**src/rtl/instruction_fetch.sv**
```systemverilog
// Fetch stage: owns the PC, addresses program memory, and captures the returned word into the IR for decode.
// Latency: an instruction is valid one edge after it is addressed; a branch target is valid two edges after branch_en.
// Backpressure: ir_valid && !ir_ready freezes the PC and the IR; branch_en flushes the IR regardless of ir_ready.
module instruction_fetch #(
  parameter int ADDR_WIDTH  = 8,
  parameter int INSTR_WIDTH = 16,
  parameter logic [INSTR_WIDTH-1:0] NULL_INSTR = {INSTR_WIDTH{1'b1}}
) (
  input  logic                   clk,
  input  logic                   rst,
  output logic [ADDR_WIDTH-1:0]  pm_addr,
  input  logic [INSTR_WIDTH-1:0] pm_data,
  output logic [INSTR_WIDTH-1:0] ir,
  output logic [ADDR_WIDTH-1:0]  ir_pc,
  output logic                   ir_valid,
  input  logic                   ir_ready,
  input  logic                   branch_en,
  input  logic [ADDR_WIDTH-1:0]  branch_addr,
  output logic                   halted
);

  typedef enum logic {
    FETCH = 1'b0,
    HALT  = 1'b1
  } state_t;

  state_t                 state_q, state_d;
  logic [ADDR_WIDTH-1:0]  pc_q, pc_d;
  logic [INSTR_WIDTH-1:0] ir_q, ir_d;
  logic [ADDR_WIDTH-1:0]  ir_pc_q, ir_pc_d;
  logic                   ir_valid_q, ir_valid_d;
  logic                   halted_q, halted_d;
  logic                   load;

  // A new word is taken only when the IR slot is free or being drained this cycle.
  assign load = (state_q == FETCH) && (!ir_valid_q || ir_ready) && !branch_en;

  // Next-state logic: branch redirect outranks everything; HALT waits for a branch.
  always_comb begin
    state_d    = state_q;
    pc_d       = pc_q;
    ir_d       = ir_q;
    ir_pc_d    = ir_pc_q;
    ir_valid_d = ir_valid_q;
    halted_d   = halted_q;

    if (branch_en) begin
      pc_d       = branch_addr;
      ir_valid_d = 1'b0;
      state_d    = FETCH;
      halted_d   = 1'b0;
    end else if (state_q == HALT) begin
      ir_valid_d = 1'b0;
      halted_d   = 1'b1;
    end else if (load) begin
      if (pm_data == NULL_INSTR) begin
        // The null word is never handed to decode; the PC parks on it.
        ir_valid_d = 1'b0;
        state_d    = HALT;
        halted_d   = 1'b1;
      end else begin
        ir_d       = pm_data;
        ir_pc_d    = pc_q;
        ir_valid_d = 1'b1;
        pc_d       = pc_q + ADDR_WIDTH'(1);
      end
    end
  end

  // State and datapath registers with asynchronous clear.
  always_ff @(posedge clk or posedge rst) begin
    if (rst) begin
      state_q    <= FETCH;
      pc_q       <= '0;
      ir_q       <= '0;
      ir_pc_q    <= '0;
      ir_valid_q <= 1'b0;
      halted_q   <= 1'b0;
    end else begin
      state_q    <= state_d;
      pc_q       <= pc_d;
      ir_q       <= ir_d;
      ir_pc_q    <= ir_pc_d;
      ir_valid_q <= ir_valid_d;
      halted_q   <= halted_d;
    end
  end

  assign pm_addr  = pc_q;
  assign ir       = ir_q;
  assign ir_pc    = ir_pc_q;
  assign ir_valid = ir_valid_q;
  assign halted   = halted_q;

endmodule

```
**config.mk**
```make
export PLATFORM = sky130hd
export DESIGN_NAME = instruction_fetch
export DESIGN_NICKNAME = d
export VERILOG_FILES = /design/src/rtl/instruction_fetch.sv
export SDC_FILE = /design/constraint.sdc
export NUM_CORES = 1
export LEC_CHECK = 0
export BUFFER_PORTS_ARGS = -buffer_cell sky130_fd_sc_hd__buf_2
export CAP_MARGIN = 20
export CORE_ASPECT_RATIO = 1.4
export CORE_MARGIN = 3
export CORE_UTILIZATION = 40
export DETAILED_ROUTE_END_ITERATION = 8
export PLACE_DENSITY = 0.8
export SYNTH_ARGS = -nofsm -noshare
export SYNTH_HDL_FRONTEND = slang
export SYNTH_SLANG_ARGS = --single-unit
```
**constraint.sdc**
```tcl
create_clock -name clk -period 2 [get_ports clk]
set_clock_uncertainty 0.05 [all_clocks]
set_input_delay 0.4 -clock clk [delete_from_list [all_inputs] [get_ports clk]]
set_output_delay 0.4 -clock clk [all_outputs]
set_load 0.01 [all_outputs]
```
==> run_results.csv, run 1 <==
group,metric,value,unit
outcome,status,"completed",
drt,vias,1345,
sta,period_minus_slack,1860,ps
pwr,seq_power_share,49.6,%
layout,finish.utilization,57.3,%
drt,drtPass1Iterations,4,
logic_synthesis,synth_top_cell_by_area,"dfrtp_1",
drt,postRouteAntennaNets,0,
logic_synthesis,synth-async-reset-ratio,100,%
floorplan,die_x,59.0,microns
place,gp_congestion,0.883,
floorplan,fp.dieH,80.2,microns
sta,setup_tns,0,ps
floorplan,num_rows,26,
cts,cts.sinks,35,
layout,layout-drive-gt1-share,44.3,%
setup_path,crit_type,"reg -> reg",
global_route,grt_pass1_vias,1372,
pwr,power.total,1730,uW
drt,drc,0,
setup_path,r2r_slack,140,ps
place,place_inst,235,
pwr,p_leak,0.000997,uW
cts,cts_root_buf,"clkbuf_8",
sta,slew_headroom,57.1,%
floorplan,start_util,42.4,%
layout,final_cell_mix,"61 x buf_2, 35 x dfrtp_1, 20 x mux2_1",
drt,vias_per_cell,5.49,
hold_path,hold_path_class,"in -> async",
sta,setup_viol,0,
global_route,grt_pass1_wl,6200,microns
logic_synthesis,ys_ff_latch,35,
cts,cts_tree,"yes",
setup_path,cp_data_arrival_time,2010,ps
setup_path,r2r-start,"ir_valid",
pwr,pwr-share-clk,28.5,%
drt,wl_per_cell,15.0,microns
sta,final.period_utilization,93.2,%
place,io_buffers,61,
global_route,grt_max_degree,36,
cts,cts_buffers,5,
logic_synthesis,yosysSeqAreaShare,55.7,%
logic_synthesis,syn_nets,157,
logic_synthesis,synth_cell_types,30,
pwr,netSwitchingPower,470,uW
pwr,irDropWorstVdd,584,uV
sta,hold_viol,0,
cts,clk_path_buf_depth,2,
place,hpwl,2780,microns
logic_synthesis,yosys-top-cells-area,"dfrtp_1 56%, mux2_1 14%, nand4_1 3.2%",
cts,cts-htree-levels,2,
sta,rsz0062_at_grt,"no",
layout,final_common_cell,"buf_2",
drt,drt_wl_total,3690,microns
sta,tightestPinTransition,639,ps
pwr,p_comb_share,21.9,%
global_route,grt_overflow_total,0,
logic_synthesis,synth_top_area_share,55.7,%
pwr,power_switching_share,27.2,%
setup_path,worst_r2r_path_depth,5,
logic_synthesis,synth_cells,128,
logic_synthesis,ys.flop_type,"dfrtp_1",
setup_path,r2r-end,"pm_addr[4]",
layout,syn_to_final_growth,35.0,%
global_route,antenna_found_initial,0,
logic_synthesis,synth_area,1570,sq um
floorplan,core,3710,sq um
pwr,internal_power,1260,uW
layout,final_cells,245,
floorplan,ioPinCount,62,
layout,num_antenna_cells,0,
pwr,powerDensity,813,nW/um^2
setup_path,crit_fanout,7,
sta,finalMaxSlewViolations,0,
logic_synthesis,synth-edff-count,0,
setup_path,critical_path_required,2150,ps
logic_synthesis,yosysWarnings,0,
layout,fin_nets,232,
sta,hold-worst-slack,154,ps
run,drv_cap,0,
drt,drt_iter0_drc,31,
cts,postCtsHoldBufs,0,
logic_synthesis,syn_area_per_cell,12.3,sq um
setup_path,end_kind,"flop",
floorplan,dieArea,4730,sq um
global_route,track_usage,17.2,%
sta,fmax,537,MHz
setup_path,critPathLaunchType,"flop",
cts,clk_pin_slew_worst_paths,70,ps
cts,clkLatencyLatePin,280,ps
==> worst max-delay path: stages (launching register included) <==
cell and delay (ps):
dfrtp_1 410, nor2b_4 140, or2_1 310, buf_4 200, or4_1 510, a31oi_1 170
==> worst max path at each step <==
stage	startpoint	end	slack, ps	cells past startpoint
after floorplan	ir_valid	ir_pc[2]	120	6
after global placement	ir_ready	ir[0]	-310	5
after detailed placement	ir_ready	ir[15]	-340	5
after CTS	ir_valid	pm_addr[4]	90	5
after global routing	ir_valid	pm_addr[4]	60	5
final	ir_valid	pm_addr[4]	140	5
==> state kept, by name, indices dropped and copies added (netlist names) <==
signal    cells
ir_valid      1
halted        1
ir           16
state_q       1
ir_pc         8
pm_addr       8
==> final cells by class <==
type                    count  area (sq um)
clock buffers               6          82.6
clock inverters             1          5.00
fillers                   342          1590
inverters                   4          15.0
multi-input cells          83           664
flip-flops and latches     35           876
well taps                  42          52.6
repair buffers             74           428
==> metrics by stage <==
stage / worst slack (ps) / instance area (sq um)
4_1_cts: 90.0 / 2120
5_1_grt: 62.7 / 2120
3_3_place_gp: -313 / 1980
6_report: 137 / 2120
3_5_place_dp: -343 / 1980
2_1_floorplan: 119 / 1570
==> per-layer routing <==
layer	share of wire (%)	vias to the layer above	wire length, microns	global-route usage (%)
met2	54	69	1980	31.3
met5	0	-	0	0
met1	37	642	1370	19.9
met4	1.4	0	51	4.54
li1	-	630	-	-
met3	7.8	4	287	3.86
==> power by group through the flow <==
stage	registers, uW	logic [uW]	clock network (uW)
after floorplan	918	137	0
after global placement	867	362	0
after global routing	869	420	548
after CTS	859	386	512
final	857	378	492
after detailed placement	872	370	0
==> logic make-up after synthesis <==
logic type / count (synthesis) / synth area share (%)
AND/OR/NAND/NOR: 42 / 16.3
flip-flops: 35 / 55.7
multiplexers: 24 / 17.2
AO/OA/AOI/OAI: 15 / 6.92
buffers and inverters: 11 / 3.10
adder cells (fa/ha/maj): 1 / 0.795
==> synthesized netlist by cell type (4+ instances only) <==
library cell  number
dfrtp_1           35
mux2_1            20
nand3_1            8
nand4_1            8
nor2_1             7
or4_1              6
clkbuf_1           5
a31oi_1            4
inv_1              4
mux2_2             4
nand2_1            4
==> repair_timing <==
| action | CTS | global route |
|---|---|---|
| cloned | 1 | 0 |
| setup endpoints to repair | 24 | 1 |
| gates resized for setup | 1 | 1 |
| setup buffers | 2 | 0 |
| pin swaps | 2 | 0 |
Note: power is estimated with default switching activity, not from simulation.
==> run 2, diff against run 1 <==
==> constraint.sdc (replaced) <==
create_clock -name clk -period 2 [get_ports clk]
set_clock_uncertainty 0.05 [all_clocks]
set_input_delay 0.5 -clock clk [delete_from_list [all_inputs] [get_ports clk]]
set_output_delay 0.5 -clock clk [all_outputs]
set_load 0.01 [all_outputs]
==> run 2 against run 1 <==
Flip-flop and latch count stayed put; first-iteration DRC count up 3.2%; largest cell class unchanged; final cell count rose by 0.82%; register-to-register slack got worse by 20 ps; via count is 0.37% higher; final area up 0.94%; combinational power hardly changed.
==> run_results.csv, run 2 (synthesized netlist as in run 1, its figures left out) <==
group,metric,value,unit
setup_path,slowest_delay,500,ps
sta,finalMaxSlewViolations,0,
pwr,seq_power_share,46.0,%
cts,clk_path_buf_depth,2,
floorplan,die_x,59.0,microns
sta,period_minus_slack,1880,ps
global_route,grt_pass1_wl,6470,microns
setup_path,critPathLaunchType,"flop",
sta,tightestPinTransition,689,ps
sta,fmax,531,MHz
cts,postCtsHoldBufs,0,
layout,layout-drive-gt1-share,44.9,%
sta,final.period_utilization,94.2,%
setup_path,path_buf_inv,1,
global_route,track_usage,18.3,%
global_route,grtUsageMet2,31.9,%
sta,hold_viol,0,
floorplan,num_rows,26,
drt,wl_per_cell,15.6,microns
pwr,p_comb_share,20.4,%
sta,setup_viol,0,
drt,drt_wl_total,3860,microns
layout,final_common_cell,"buf_2",
run,drv_cap,0,
cts,clk_pin_slew_worst_paths,70,ps
global_route,grt_overflow_total,0,
setup_path,r2r_slack,120,ps
setup_path,path_depth,5,
drt,drtPass1Iterations,4,
setup_path,crit_slowest_cell,"or4_1",
floorplan,start_util,42.4,%
setup_path,end_kind,"flop",
layout,finish.utilization,57.8,%
place,placement.cell_area,1980,sq um
pwr,irDropWorstVdd,872,uV
setup_path,cp_data_arrival_time,2040,ps
hold_path,hold_path_class,"in -> async",
global_route,grt_pass1_vias,1344,
cts,cts_tree,"yes",
global_route,grt_busiest_layer,"met2",
place,gp_congestion,0.866,
setup_path,crit_type,"reg -> reg",
sta,rsz0062_at_grt,"no",
sta,fin_ws,116,ps
setup_path,cp_top_family,"simple AND/OR/NAND/NOR gates",
floorplan,core,3710,sq um
outcome,status,"completed",
layout,num_antenna_cells,0,
setup_path,critical_path_required,2160,ps
drt,postRouteAntennaNets,0,
pwr,powerDensity,869,nW/um^2
global_route,grt_max_degree,36,
layout,final_cell_mix,"61 x buf_2, 35 x dfrtp_1, 20 x mux2_1",
layout,largest_register_ffs,16,
place,hpwl,2760,microns
layout,fin_nets,233,
drt,vias,1350,
cts,cts.sinks,35,
place,dp_slack,-456,ps
cts,cts_buffers,5,
layout,fillers,343,
pwr,pwr-share-clk,33.6,%
cts,clkLatencyLatePin,280,ps
pwr,power_switching_share,27.2,%
pwr,internal_power,1360,uW
pwr,netSwitchingPower,506,uW
layout,fin_area,2140,sq um
sta,slew_headroom,53.7,%
setup_path,crit_start,"ir_valid",
setup_path,r2r-start,"ir_valid",
setup_path,r2r-end,"pm_addr[4]",
drt,drt_iter0_drc,32,
drt,drc,0,
setup_path,worst_r2r_path_depth,5,
cts,cts_root_buf,"clkbuf_8",
floorplan,fp.dieH,80.2,microns
floorplan,ioPinCount,62,
global_route,grtUsageMet3,4.50,%
global_route,antenna_found_initial,0,
drt,vias_per_cell,5.47,
pwr,power.total,1860,uW
setup_path,crit_chain,"nor2b_4, or2_0, buf_4, or4_1, a31oi_1",
floorplan,dieArea,4730,sq um
sta,hold-worst-slack,254,ps
setup_path,crit_fanout,7,
layout,syn_to_final_growth,36.3,%
place,io_buffers,61,
cts,cts-htree-levels,2,
pwr,p_leak,0.00101,uW
global_route,use_met1,21.6,%
-- run 2: tightest hold or removal path: cells and delay by family --
family,cells,cell delay (ps)
buffers and inverters,3,520
-- run 2: metal layers --
layer	part of all wire, %	vias to the layer above
met4	1.2	0
met1	40	653
met5	0	-
met2	52	58
li1	-	634
met3	6.4	5
-- run 2: how the worst max path moves through the flow --
| stage | end |
|---|---|
| 6_report | pm_addr[4] |
| 5_1_grt | pm_addr[4] |
| 4_1_cts | pm_addr[4] |
| 3_5_place_dp | ir[15] |
| 3_3_place_gp | ir[0] |
| 2_1_floorplan | ir_pc[2] |
-- run 2: cell type report --
| class | instances | area [sq um] | share of cell area [%] |
|---|---|---|---|
| flip-flops and latches | 35 | 876 | 40.9 |
| multi-input cells | 83 | 664 | 31.0 |
| repair buffers | 75 | 423 | 19.7 |
| clock buffers | 5 | 68.8 | 3.21 |
| well taps | 42 | 52.6 | 2.45 |
| clock inverters | 3 | 43.8 | 2.04 |
| inverters | 4 | 15.0 | 0.701 |
-- run 2: per-stage QoR --
| step | setup TNS, ps | instances |
|---|---|---|
| finish | 0 | 247 |
| global route | 0 | 247 |
| CTS | 0 | 247 |
| detailed placement | -9990 | 235 |
| global placement | -9290 | 235 |
| floorplan | 0 | 128 |
-- run 2: power groups by stage --
stage          registers [uW]  clock network [uW]  logic (uW)
3_5_place_dp              871                   0         371
6_report                  856                 626         380
5_1_grt                   869                 685         419
2_1_floorplan             918                   0         137
4_1_cts                   857                 642         387
3_3_place_gp              866                   0         363
-- run 2: timing repair --
action                     in CTS  in global routing
buffers inserted                3                  0
setup endpoints to repair      24                  0
resized for setup               1                  0
